File: config.mk
export PLATFORM = sky130hd
export DESIGN_NAME = fetch_sequencer_flat
export DESIGN_NICKNAME = d
export VERILOG_FILES = /design/src/rtl/fetch_sequencer_if.sv /design/src/rtl/fetch_sequencer.sv /design/src/flat_wrapper.sv
export SDC_FILE = /design/constraint.sdc
export NUM_CORES = 1
export LEC_CHECK = 0
export CAP_MARGIN = 20
export CORE_UTILIZATION = 25
export DETAILED_ROUTE_END_ITERATION = 6
export PLACE_DENSITY = 0.46
export SETUP_SLACK_MARGIN = 0.05
export SKIP_LAST_GASP = 1
export SLEW_MARGIN = 20
export SYNTH_ARGS = -nofsm -noshare
export SYNTH_HDL_FRONTEND = slang
export SYNTH_SLANG_ARGS = --single-unit
File: constraint.sdc
create_clock -name Clock -period 2.3 [get_ports Clock]
set_input_delay 0.46 -clock Clock [delete_from_list [all_inputs] [get_ports Clock]]
set_output_delay 0.46 -clock Clock [all_outputs]
set_load 0.05 [all_outputs]
File: src/rtl/fetch_sequencer_if.sv
// Handshake and select bus between the fetch sequencer and the processor fabric.
interface fetch_sequencer_if;
    localparam int unsigned WR_W = 20;
    localparam int unsigned RD_W = 19;
    localparam int unsigned FC_W = 16;

    logic            run;
    logic            halt;
    logic            mem_ready;
    logic            exec_done;
    logic            jump_taken;
    logic [WR_W-1:0] WRDec_out;
    logic [RD_W-1:0] RDec_out;
    logic            pcd;
    logic            mem_rd;
    logic            ir_valid;
    logic            busy;
    logic            err;
    logic [FC_W-1:0] fetch_count;

    // Sequencer side
    modport master (
        input  run, halt, mem_ready, exec_done, jump_taken,
        output WRDec_out, RDec_out, pcd, mem_rd, ir_valid, busy, err, fetch_count
    );

    // Fabric / control side
    modport slave (
        output run, halt, mem_ready, exec_done, jump_taken,
        input  WRDec_out, RDec_out, pcd, mem_rd, ir_valid, busy, err, fetch_count
    );
endinterface

File: src/rtl/fetch_sequencer.sv
// Instruction-fetch control FSM: sequences PC -> AR, memory read, DR -> IR with
// PC increment, dispatch to execute, and jump-target loads into the PC.
module fetch_sequencer #(
    parameter int unsigned WR_AR_BIT = 0,
    parameter int unsigned WR_IR_BIT = 1,
    parameter int unsigned WR_PC_BIT = 3,
    parameter int unsigned RD_PC_BIT = 0,
    parameter int unsigned RD_DR_BIT = 1,
    parameter int unsigned RD_JT_BIT = 5,
    parameter int unsigned TIMEOUT   = 15
) (
    input  logic              Clock,
    input  logic              Reset,
    fetch_sequencer_if.master bus
);
    localparam int unsigned WR_W   = 20;
    localparam int unsigned RD_W   = 19;
    localparam int unsigned FC_W   = 16;
    localparam int unsigned WAIT_W = 8;

    typedef enum logic [2:0] {
        S_IDLE,
        S_ADDR,
        S_MEM,
        S_LOAD,
        S_DISPATCH,
        S_JUMP,
        S_ERR
    } state_e;

    state_e            state_q, state_d;
    logic [WAIT_W-1:0] wait_q, wait_d;
    logic [FC_W-1:0]   fetch_count_q, fetch_count_d;
    logic [WR_W-1:0]   wr_q, wr_d;
    logic [RD_W-1:0]   rd_q, rd_d;
    logic              pcd_q, pcd_d;
    logic              mem_rd_q, mem_rd_d;
    logic              ir_valid_q, ir_valid_d;
    logic              busy_q, busy_d;
    logic              err_q, err_d;

    logic              stop_req;
    logic              wait_expired;

    assign stop_req     = bus.halt || !bus.run;
    assign wait_expired = (wait_q == WAIT_W'(TIMEOUT - 1));

    // Next-state logic; halt/run only matter in IDLE and at instruction boundaries
    always_comb begin
        state_d = state_q;
        case (state_q)
            S_IDLE: begin
                if (bus.run && !bus.halt) state_d = S_ADDR;
            end
            S_ADDR: begin
                state_d = S_MEM;
            end
            S_MEM: begin
                if (bus.mem_ready)  state_d = S_LOAD;
                else if (wait_expired) state_d = S_ERR;
            end
            S_LOAD: begin
                state_d = S_DISPATCH;
            end
            S_DISPATCH: begin
                if (bus.exec_done) begin
                    if (bus.jump_taken) state_d = S_JUMP;
                    else if (stop_req)  state_d = S_IDLE;
                    else                state_d = S_ADDR;
                end
            end
            S_JUMP: begin
                state_d = stop_req ? S_IDLE : S_ADDR;
            end
            S_ERR: begin
                state_d = S_ERR;
            end
            default: begin
                state_d = S_IDLE;
            end
        endcase
    end

    // Moore output decode of the upcoming state so the registered outputs track state_q
    always_comb begin
        wr_d       = '0;
        rd_d       = '0;
        pcd_d      = 1'b0;
        mem_rd_d   = 1'b0;
        ir_valid_d = 1'b0;
        busy_d     = 1'b0;
        err_d      = 1'b0;
        case (state_d)
            S_ADDR: begin
                rd_d[RD_PC_BIT] = 1'b1;
                wr_d[WR_AR_BIT] = 1'b1;
                busy_d          = 1'b1;
            end
            S_MEM: begin
                mem_rd_d = 1'b1;
                busy_d   = 1'b1;
            end
            S_LOAD: begin
                rd_d[RD_DR_BIT] = 1'b1;
                wr_d[WR_IR_BIT] = 1'b1;
                pcd_d           = 1'b1;
                busy_d          = 1'b1;
            end
            S_DISPATCH: begin
                ir_valid_d = (state_q != S_DISPATCH);
                busy_d     = 1'b1;
            end
            S_JUMP: begin
                rd_d[RD_JT_BIT] = 1'b1;
                wr_d[WR_PC_BIT] = 1'b1;
                busy_d          = 1'b1;
            end
            S_ERR: begin
                err_d = 1'b1;
            end
            default: begin
                busy_d = 1'b0;
            end
        endcase
    end

    // Wait counter runs only while in MEM, so it is zero on every MEM entry
    always_comb begin
        wait_d        = (state_q == S_MEM) ? WAIT_W'(wait_q + 1'b1) : '0;
        fetch_count_d = (state_q == S_LOAD) ? FC_W'(fetch_count_q + 1'b1) : fetch_count_q;
    end

    // State, counters and output registers
    always_ff @(posedge Clock) begin
        if (Reset) begin
            state_q       <= S_IDLE;
            wait_q        <= '0;
            fetch_count_q <= '0;
            wr_q          <= '0;
            rd_q          <= '0;
            pcd_q         <= 1'b0;
            mem_rd_q      <= 1'b0;
            ir_valid_q    <= 1'b0;
            busy_q        <= 1'b0;
            err_q         <= 1'b0;
        end else begin
            state_q       <= state_d;
            wait_q        <= wait_d;
            fetch_count_q <= fetch_count_d;
            wr_q          <= wr_d;
            rd_q          <= rd_d;
            pcd_q         <= pcd_d;
            mem_rd_q      <= mem_rd_d;
            ir_valid_q    <= ir_valid_d;
            busy_q        <= busy_d;
            err_q         <= err_d;
        end
    end

    assign bus.WRDec_out   = wr_q;
    assign bus.RDec_out    = rd_q;
    assign bus.pcd         = pcd_q;
    assign bus.mem_rd      = mem_rd_q;
    assign bus.ir_valid    = ir_valid_q;
    assign bus.busy        = busy_q;
    assign bus.err         = err_q;
    assign bus.fetch_count = fetch_count_q;

endmodule
File: src/flat_wrapper.sv
// flat-port wrapper written by rule: the top's interface ports become plain ports
module fetch_sequencer_flat 
#(
    parameter int unsigned WR_AR_BIT = 0,
    parameter int unsigned WR_IR_BIT = 1,
    parameter int unsigned WR_PC_BIT = 3,
    parameter int unsigned RD_PC_BIT = 0,
    parameter int unsigned RD_DR_BIT = 1,
    parameter int unsigned RD_JT_BIT = 5,
    parameter int unsigned TIMEOUT   = 15
)
  (Clock, Reset, bus_run, bus_halt, bus_mem_ready, bus_exec_done, bus_jump_taken, bus_WRDec_out, bus_RDec_out, bus_pcd, bus_mem_rd, bus_ir_valid, bus_busy, bus_err, bus_fetch_count);
  fetch_sequencer_if bus_i ();
  input  logic Clock;
  input  logic Reset;
  input wire logic [$bits(bus_i.run)-1:0] bus_run;
  input wire logic [$bits(bus_i.halt)-1:0] bus_halt;
  input wire logic [$bits(bus_i.mem_ready)-1:0] bus_mem_ready;
  input wire logic [$bits(bus_i.exec_done)-1:0] bus_exec_done;
  input wire logic [$bits(bus_i.jump_taken)-1:0] bus_jump_taken;
  output wire logic [$bits(bus_i.WRDec_out)-1:0] bus_WRDec_out;
  output wire logic [$bits(bus_i.RDec_out)-1:0] bus_RDec_out;
  output wire logic [$bits(bus_i.pcd)-1:0] bus_pcd;
  output wire logic [$bits(bus_i.mem_rd)-1:0] bus_mem_rd;
  output wire logic [$bits(bus_i.ir_valid)-1:0] bus_ir_valid;
  output wire logic [$bits(bus_i.busy)-1:0] bus_busy;
  output wire logic [$bits(bus_i.err)-1:0] bus_err;
  output wire logic [$bits(bus_i.fetch_count)-1:0] bus_fetch_count;
  assign bus_i.run = bus_run;
  assign bus_i.halt = bus_halt;
  assign bus_i.mem_ready = bus_mem_ready;
  assign bus_i.exec_done = bus_exec_done;
  assign bus_i.jump_taken = bus_jump_taken;
  assign bus_WRDec_out = bus_i.WRDec_out;
  assign bus_RDec_out = bus_i.RDec_out;
  assign bus_pcd = bus_i.pcd;
  assign bus_mem_rd = bus_i.mem_rd;
  assign bus_ir_valid = bus_i.ir_valid;
  assign bus_busy = bus_i.busy;
  assign bus_err = bus_i.err;
  assign bus_fetch_count = bus_i.fetch_count;
  fetch_sequencer #(.WR_AR_BIT(WR_AR_BIT), .WR_IR_BIT(WR_IR_BIT), .WR_PC_BIT(WR_PC_BIT), .RD_PC_BIT(RD_PC_BIT), .RD_DR_BIT(RD_DR_BIT), .RD_JT_BIT(RD_JT_BIT), .TIMEOUT(TIMEOUT)) u_core (.Clock(Clock), .Reset(Reset), .bus(bus_i));
endmodule
== Word level (Yosys, flattened, before mapping) ==
Cells that the tools add are included.
Storage, ports and cells
  register bits after elaboration: 68
  logic and storage cells: 50
Cells by class
  add/subtract/negate cells: 2
  equal/unequal tests: 14
  muxes and demuxes: 13
  bitwise logic cells: 2
  reduce and logical (&&, ||, !) cells: 8
Operators with widths (count)
  3-bit one-hot mux with 7 select lines: 1
  3-bit equality test (second input constant): 6
  16-bit by 1-bit adder with 16-bit output (second input constant): 1
  3-bit two-way mux: 5
  3-bit by 2-bit equality test with 1-bit output (second input constant): 4
  8-bit by 1-bit adder with 8-bit output (second input constant): 1
  8-bit by 4-bit equality test with 1-bit output (second input constant): 1
  1-bit two-way mux: 7
  3-bit by 1-bit equality test with 1-bit output (second input constant): 2
  5-bit OR reduction: 1
  2-bit OR reduction: 2
  3-bit zero test: 1
  3-bit != test (second input constant): 1
  1-bit zero test: 2
  1-bit NOT: 2
  1-bit logical AND: 1
  1-bit logical OR: 1

== Logic depth before layout (Yosys ltp) ==
Gate-level depths: netlist (run 1).
  word-level depth: 9
  depth in mapped cells: 7
  mapped depth without buffers: 7

== Least setup slack after synthesis (run 1) ==
OpenSTA, ideal clock, no wires.
  kind: register to register
  start: reg u_core.fetch_count_q[0], in the netlist u_core.bus.fetch_count[0]
  end: reg u_core.fetch_count_q[14], in the netlist u_core.bus.fetch_count[14]
  library setup time: 0.071 ns
  data arrival time: 2.132 ns
  required time: 2.229 ns
  slack: 0.097 ns
  stages on the path, launching flop included: 7
  clock period less this slack: 2.203 ns
  cell sequence: dfxtp_1 -> ha_1 -> nand3_1 -> or3_1 -> clkbuf_1 -> or4_1 -> a21oi_1
Between the ends
  cells in the longest elaborated chain, start to end: 1
RTL lines
  start, declared: RTL line fetch_sequencer.sv:33  | logic [FC_W-1:0] fetch_count_q, fetch_count_d;
  start signal, assigned: RTL line fetch_sequencer.sv:149  | fetch_count_q <= fetch_count_d;
  16-bit by 1-bit adder with 16-bit output: RTL line fetch_sequencer.sv:130  | fetch_count_d = (state_q == S_LOAD) ? FC_W'(fetch_count_q + 1'b1) : fetch_count_q;
Every way passes these cells.
A chain may end at the register's enable or synchronous reset.

== Worst setup path after layout (run 1) ==
  start: reg u_core.state_q[0]
  end: reg u_core.fetch_count_q[15], in the netlist u_core.bus.fetch_count[15]
Between the ends
  cells in the longest elaborated chain, start to end: 1
RTL lines
  start, declared: RTL line fetch_sequencer.sv:31  | state_e state_q, state_d;
  start signal, assigned: RTL line fetch_sequencer.sv:147  | state_q <= state_d;
  3-bit by 2-bit equality test with 1-bit output: RTL line fetch_sequencer.sv:130
Every way passes these cells.

==> flow_summary.yaml, run 1 <==
status:
  status: "completed"
floorplan:
  die_area_um2: 7458
  fp.dieH_um: 86.36
  io_pins: 67
  initial_core_util_pct: 26.04
  die_w_um: 86.36
  rows: 30
  core-area_um2: 6832
power:
  power_w: 0.001282
  peakVddDrop_uv: 207.4
  p_leak_nw: 0.7913
  pwr_density_cell_nw_per_um2: 601.9
finish:
  stdcell_area_um2: 2130
  syn_to_final_growth_pct: 19.69
  layout_commonest_cell: "dfxtp_1"
  fillCellCount: 748
  n_antenna_cell: 0
  nets: 246
  drive_gt1_share_pct: 4.641
  final_cell_mix: "dfxtp_1, conb_1, clkdlybuf4s50_1"
  utilization_pct: 31.17
detailed_routing:
  wl_per_cell_um: 9.967
  route.detailed.drc: 0
  vias_per_cell: 4.135
  dr.pass1.iters: 4
  routed_wl_um: 3319
  drt_iter0_markers: 42
  antenna_left: 0
  vias: 1377
synthesis:
  yosys_warnings: 0
  synthFlopType: "dfxtp_1"
  ys_types: 38
  synth.area.top_cells: "dfxtp_1, buf_4, nor2_1"
  synth_edf_count: 0
  synthArstFlopShare_pct: 0
  yosys.area.top_type_share_pct: 38.26
  synth_area_leader_cell: "dfxtp_1"
  synth.avg_cell_area_um2: 8.513
  netlist_instances: 209
  ys_seq_area_share_pct: 38.26
  ys_seq_elements: 34
  syn_area_um2: 1779
hold_path:
  min_path_type: "reg -> reg"
  min_path_cells: 1
  min_from: "u_core.wait_q[0]"
  hold_end: "u_core.wait_q[0]"
setup_path:
  path_max_fanout: 10
  path_class: "reg -> reg"
  rrSetupSlack_ns: 0.25
  reg2reg_depth: 4
  path_common_cell: "or4_1"
  crit_required_ns: 2.52
  crit_chain: "nand3b_4 > or4_1 > or4_1 > a21oi_1"
  worst_path_max_delay_cell: "or4_1"
  startpoint_type: "flop"
  reg2reg_from: "u_core.state_q[0]"
  critPathArrivalTime_ns: 2.26
  slowest_delay_ns: 0.67
  crit_path_end_kind: "flop"
  reg2reg_to: "u_core.bus.fetch_count[15]"
global_routing:
  grt-ovfl-total: 0
  antenna_found_initial: 0
  grt_usage_pct: 8.955
  grt_pass1_wl_um: 5181
  grt_max_degree: 20
  grt_pass1_vias: 1113
clock_network:
  cts_resized: 0
  clkSlewWorstSetupHoldPaths_ns: 0.07
  insertion_delay_ns: 0.28
  ctsHtreeMaxLevel: 2
  cts_root_buf: "clkbuf_8"
  postCtsHoldBufs: 0
  cts_inserted_buffers: 5
  cts_tree: "done"
  postCtsSetupBuffers: 0
  cts.sinks: 34
  cts_max_path_buffers: 2
sta:
  clock_skew_ns: 0.006584
  min_period_ns: 2.046
  tightest_slew_ns: 0.5096
  hold_viol_final: 0
  period_share_pct: 88.96
  slew_violations: 0
  finalSetupTns_ns: 0
  finalSetupViolCount: 0
  fmax_mhz: 488.8
  slew_headroom_pct: 65.92
  grt_setup_unrepaired: "no"
run:
  maxCapViolCount: 0
placement:
  routabilityCongestion: 0.7970
  hpwl_um: 2452
  dpl_cell_area_um2: 2038
  numPortBuffers: 33
## synthesized netlist by cell type, types with 4 or more instances
| cell type | n |
|---|---|
| or3_1 | 6 |
| nor2_1 | 23 |
| buf_4 | 37 |
| xnor2_1 | 6 |
| clkbuf_1 | 5 |
| inv_1 | 8 |
| nand2_1 | 6 |
| and3_1 | 4 |
| o21ai_0 | 7 |
| xor2_1 | 7 |
| a21oi_1 | 9 |
| dfxtp_1 | 34 |
| or4_1 | 5 |
| nand3_1 | 7 |
| nand4_1 | 5 |
| nand2b_1 | 4 |
| o31ai_1 | 4 |
## worst max-delay path, delay by kind of cell, from the launching register on
family             cells  cell delay [ns]
and+or+nand+nor        3             1.32
DFF                    1             0.53
AOI/OAI and AO/OA      1             0.14
## metrics by stage
step | hold slack (ns) | setup WS, ns | std cells
final | 0.4760 | 0.2540 | 333
after detailed placement | 0.4692 | 0.2027 | 325
after global placement | 0.4633 | 0.2414 | 325
after global routing | 0.5186 | 0.1150 | 333
after floorplan | 0.4375 | 0.09704 | 241
after CTS | 0.4839 | 0.2610 | 333
## where the power goes
| part | internal [W] | total [W] | switching (W) |
|---|---|---|---|
| Combinational | 0.0000402 | 0.000219 | 0.000179 |
| Clock | 0.000242 | 0.000454 | 0.000213 |
| Sequential | 0.000598 | 0.000608 | 0.0000103 |
| Total | 0.000880 | 0.00128 | 0.000402 |
## metal layers
layer	track usage (%)	up-vias	wire [um]	part of all wire (%)
met5	0	-	0	0
met1	12.18	632	1654	50
li1	-	689	-	-
met4	2.727	0	31	0.93
met3	3.429	5	223	6.7
met2	13.06	51	1409	42
## layout make-up
cell class                 count  area, um^2  share of cell area (%)
timing repair buffer          35       345.3                   16.22
inverter                       8       30.03                   1.410
clock buffer                   7       86.33                   4.054
tap                           96       120.1                   5.640
sequential                    34       680.7                   31.96
clock inverter                 1       5.005                  0.2350
multi-input combinational    152       862.1                   40.48
## how the worst max path moves through the flow
stage	to	slack (ns)	depth (start not counted)	startpoint
after floorplan	u_core.bus.fetch_count[14]	0.1	6	u_core.bus.fetch_count[0]
after global placement	u_core.bus.ir_valid	0.24	5	bus_run
after detailed placement	u_core.bus.RDec_out[5]	0.20	5	bus_run
after CTS	u_core.bus.fetch_count[15]	0.26	4	u_core.state_q[0]
after global routing	u_core.bus.fetch_count[15]	0.12	4	u_core.state_q[0]
final	u_core.bus.fetch_count[15]	0.25	4	u_core.state_q[0]
## flip-flops by register name, indices dropped and copies added (netlist names)
register and flops:
u_core.state_q 3, u_core.bus.fetch_count 16, u_core.bus.mem_rd 1, u_core.wait_q 8, u_core.bus.RDec_out 3, u_core.bus.ir_valid 1, u_core.bus.busy 1, u_core.bus.err 1
## cell families after synthesis
logic type | synth area share, %
and+or+nand+nor | 23.63
buffers and inverters | 20.04
DFF | 38.26
AOI/OAI and AO/OA | 8.791
xor gates and xnor gates | 6.399
adders and majority gates | 2.110
other | 0.2108
muxes | 0.5626
Power figures use the tool's default switching activity.
==> run 2: changes to the inputs <==
Settings changed: RECOVER_POWER set to 25.
==> flow_summary.yaml, run 2 (same netlist as run 1, synthesis figures left out) <==
power:
  p_switching_w: 0.0004017
  comb_power_share_pct: 17.1
  power.share.clock_pct: 35.4
  p_seq_share_pct: 47.5
  p_int_w: 0.0008784
  power_w: 0.001280
  peakVddDrop_uv: 207.4
  pwr_density_cell_nw_per_um2: 602.2
  swShare_pct: 31.38
  p_leak_nw: 0.7880
placement:
  dp_slack_ns: 0.2027
  hpwl_um: 2452
  place_inst: 325
  routabilityCongestion: 0.7970
  numPortBuffers: 33
clock_network:
  cts_root_buf: "clkbuf_8"
  ctsHtreeMaxLevel: 2
  cts_max_path_buffers: 2
  clkSlewWorstSetupHoldPaths_ns: 0.07
  postCtsSetupBuffers: 0
  cts_inserted_buffers: 5
  cts.sinks: 34
  cts_tree: "done"
  cts_resized: 0
  insertion_delay_ns: 0.28
  postCtsHoldBufs: 0
floorplan:
  fp.dieH_um: 86.36
  initial_core_util_pct: 26.04
  die_area_um2: 7458
  die_w_um: 86.36
  rows: 30
  core-area_um2: 6832
  io_pins: 67
setup_path:
  path_class: "reg -> reg"
  path_max_fanout: 10
  crit_path_end_kind: "flop"
  critPathArrivalTime_ns: 2.26
  reg2reg_to: "u_core.bus.fetch_count[15]"
  startpoint_type: "flop"
  reg2reg_depth: 4
  crit_required_ns: 2.51
  rrSetupSlack_ns: 0.24
  reg2reg_from: "u_core.state_q[0]"
sta:
  slew_violations: 0
  finalSetupTns_ns: 0
  fmax_mhz: 486.5
  hold_viol_final: 0
  min_period_ns: 2.056
  tightest_slew_ns: 0.9184
  slew_headroom_pct: 38.78
  period_share_pct: 89.38
  grt_setup_unrepaired: "no"
  finalSetupViolCount: 0
  worst_slack_ns: 0.2443
  clock_skew_ns: 0.006491
hold_path:
  min_from: "u_core.wait_q[0]"
  hold_end: "u_core.wait_q[0]"
  min_path_cells: 1
  min_path_type: "reg -> reg"
detailed_routing:
  wl_per_cell_um: 9.952
  antenna_left: 0
  vias_per_cell: 4.120
  vias: 1372
  dr.pass1.iters: 4
  route.detailed.drc: 0
  routed_wl_um: 3314
  drt_iter0_markers: 57
finish:
  multi_input_area_um2: 862.1
  utilization_pct: 31.12
  fillCellCount: 749
  nets: 246
  register_area_um2: 680.7
  final_cell_mix: "dfxtp_1, conb_1, clkdlybuf4s50_1"
  layout_commonest_cell: "dfxtp_1"
  syn_to_final_growth_pct: 19.48
  largest_register_ffs: 16
  fin_cells: 333
  n_antenna_cell: 0
  drive_gt1_share_pct: 4.219
global_routing:
  grt_usage_pct: 8.955
  grt_pass1_vias: 1113
  grt_pass1_wl_um: 5181
  grt-ovfl-total: 0
  grt_max_degree: 20
  antenna_found_initial: 0
status:
  status: "completed"
run:
  maxCapViolCount: 0
-- run 2: power groups by stage --
stage	clock network (W)	logic (W)	registers, W
6_report	0.000454	0.000218	0.000608
5_1_grt	0.000497	0.000229	0.000610
4_1_cts	0.000472	0.000219	0.000608
3_5_place_dp	0	0.000219	0.000622
3_3_place_gp	0	0.000221	0.000622
2_1_floorplan	0	0.000216	0.000635
-- run 2: worst max-delay path, cell delays in order (launching register included) --
cell	delay [ns]
dfxtp_1	0.52
nand3b_4	0.14
or4_1	0.67
or4_1	0.51
a21oi_1	0.14
-- run 2: worst max-delay path by stage --
| stage | from | slack (ns) | to |
|---|---|---|---|
| after floorplan | u_core.bus.fetch_count[0] | 0.1 | u_core.bus.fetch_count[14] |
| after global routing | u_core.state_q[0] | 0.10 | u_core.bus.fetch_count[15] |
| final | u_core.state_q[0] | 0.24 | u_core.bus.fetch_count[15] |
| after detailed placement | bus_run | 0.20 | u_core.bus.RDec_out[5] |
| after CTS | u_core.state_q[0] | 0.26 | u_core.bus.fetch_count[15] |
| after global placement | bus_run | 0.24 | u_core.bus.ir_valid |
-- run 2: layout make-up --
cell class | count | share of cell area [%]
tap | 96 | 5.650
inverter | 8 | 1.413
sequential | 34 | 32.02
clock inverter | 1 | 0.2354
timing repair buffer | 35 | 16.07
multi-input combinational | 152 | 40.55
clock buffer | 7 | 4.061
-- run 2: routing by layer --
| metal | share of wire, % | vias to the layer above | GRT usage [%] |
|---|---|---|---|
| met5 | 0 | - | 0 |
| met4 | 0.94 | 0 | 2.727 |
| met2 | 42 | 45 | 13.06 |
| li1 | - | 689 | - |
| met1 | 51 | 633 | 12.18 |
| met3 | 6.2 | 5 | 3.429 |
-- run 2: metrics by stage --
stage	hold WS, ns	area (um^2)
after CTS	0.4839	2130
after global placement	0.4633	2038
final	0.4760	2126
after detailed placement	0.4692	2038
after floorplan	0.4375	1899
after global routing	0.5186	2126
==> run 3: changes to the inputs <==
Settings changed: REMOVE_ABC_BUFFERS set to 1.
==> flow_summary.yaml, run 3 (same netlist as run 1, synthesis figures left out) <==
global_routing:
  busiest_layer: "met2"
  met2_usage_pct: 15.01
  grt_usage_pct: 9.745
  grt_use_met3_pct: 2.571
  grt_pass1_vias: 1173
  grt_use_met1_pct: 12.89
  grt-ovfl-total: 0
  grt_max_degree: 17
  grt_pass1_wl_um: 5651
  antenna_found_initial: 0
hold_path:
  min_path_type: "reg -> reg"
  min_from: "u_core.wait_q[0]"
run:
  maxCapViolCount: 0
finish:
  syn_to_final_growth_pct: 20.96
  layout_commonest_cell: "dfxtp_1"
  final_cell_mix: "dfxtp_1, conb_1, clkdlybuf4s50_1"
  nets: 248
  drive_gt1_share_pct: 4.184
  fillCellCount: 740
  largest_register_ffs: 16
  n_antenna_cell: 0
sta:
  tightest_slew_ns: 0.7178
  slew_headroom_pct: 52.15
  period_share_pct: 89.28
  worst_slack_ns: 0.2466
  finalSetupViolCount: 0
  grt_setup_unrepaired: "no"
  clock_skew_ns: 0.002249
  min_period_ns: 2.053
  slew_violations: 0
  finalSetupTns_ns: 0
  hold_viol_final: 0
  fin_hold_ws_ns: 0.4757
  fmax_mhz: 487.0
floorplan:
  die_area_um2: 7458
  core-area_um2: 6832
  die_w_um: 86.36
  fp.dieH_um: 86.36
  initial_core_util_pct: 26.04
  io_pins: 67
  rows: 30
setup_path:
  critPathArrivalTime_ns: 2.26
  reg2reg_to: "u_core.bus.fetch_count[15]"
  reg2reg_from: "u_core.state_q[1]"
  crit_chain: "nand3b_4 > or4_1 > or4_1 > a21oi_1"
  worstSetupEndpoint: "u_core.bus.fetch_count[15]"
  slowest_delay_ns: 0.67
  startpoint_type: "flop"
  reg2reg_depth: 4
  path_max_fanout: 10
  crit_path_end_kind: "flop"
  crit_required_ns: 2.51
  worst_path_max_delay_cell: "or4_1"
  crit_start: "u_core.state_q[1]"
  path_common_cell: "or4_1"
  rrSetupSlack_ns: 0.25
  path_class: "reg -> reg"
placement:
  routabilityCongestion: 0.7166
  numPortBuffers: 33
  hpwl_um: 2542
  dp_slack_ns: 0.2084
detailed_routing:
  wl_per_cell_um: 10.15
  vias_per_cell: 4.087
  routed_wl_um: 3401
  route.detailed.drc: 0
  dr.pass1.iters: 4
  drt_iter0_markers: 50
  vias: 1369
  antenna_left: 0
power:
  peakVddDrop_uv: 249.3
  p_leak_nw: 0.7988
  pwr_density_cell_nw_per_um2: 637.4
clock_network:
  cts_max_path_buffers: 2
  postCtsSetupBuffers: 0
  cts.sinks: 34
  clkSlewWorstSetupHoldPaths_ns: 0.07
  postCtsHoldBufs: 0
  cts_root_buf: "clkbuf_8"
  cts_resized: 0
  cts_inserted_buffers: 5
  insertion_delay_ns: 0.28
  ctsHtreeMaxLevel: 2
  cts_tree: "done"
status:
  status: "completed"
run 3: changes by cell type in the layout (fill, tap and decap cells not counted):
cell,delta
buf_4,+1
clkbuf_1,+2
clkinv_2,-1
clkbuf_8,-1
bufinv_16,+1
run 3: worst max-delay path, delay by kind of cell (launching register included):
family	cells	cell delay [ns]
compound gates	1	0.16
simple gates	3	1.29
flops	1	0.52
run 3: cell type report:
type / count / area (um^2) / area share, %
clock buffers: 7 / 76.32 / 3.547
clock inverters: 1 / 30.03 / 1.395
inverters: 8 / 30.03 / 1.395
multi-input cells: 152 / 862.1 / 40.06
flip-flops and latches: 34 / 680.7 / 31.63
well taps: 96 / 120.1 / 5.581
repair buffers: 37 / 352.8 / 16.40
run 3: through the flow:
step	utilization, %	area (um^2)	power (W)	instances
after floorplan	-	1573	0.0007968	194
after global placement	30.05	2053	0.0008436	327
after detailed placement	30.05	2053	0.0008433	327
after CTS	31.61	2160	0.001388	335
after global routing	31.50	2152	0.001426	335
final	31.50	2152	0.001372	335
run 3: how the worst min path moves through the flow:
stage | to | cells after the start
finish | u_core.wait_q[0] | 1
floorplan | u_core.wait_q[0] | 1
detailed placement | u_core.wait_q[0] | 1
global route | u_core.bus.fetch_count[14] | 2
CTS | u_core.wait_q[0] | 1
global placement | u_core.wait_q[0] | 1
run 3: routing by layer:
metal | share of wire (%) | up-vias | wire [um]
met5 | 0 | - | 0
met4 | 1.6 | 0 | 55
met3 | 4.4 | 7 | 148
met1 | 49 | 634 | 1668
met2 | 45 | 41 | 1529
li1 | - | 687 | -
run 3: power breakdown:
| part | switching [W] | internal [W] | leakage (nW) | total, W |
|---|---|---|---|---|
| combinational | 0.000183 | 0.0000398 | 0.472 | 0.000222 |
| clock | 0.000219 | 0.000324 | 0.0524 | 0.000544 |
| sequential | 0.00000785 | 0.000598 | 0.275 | 0.000606 |
| total | 0.000410 | 0.000962 | 0.799 | 0.00137 |
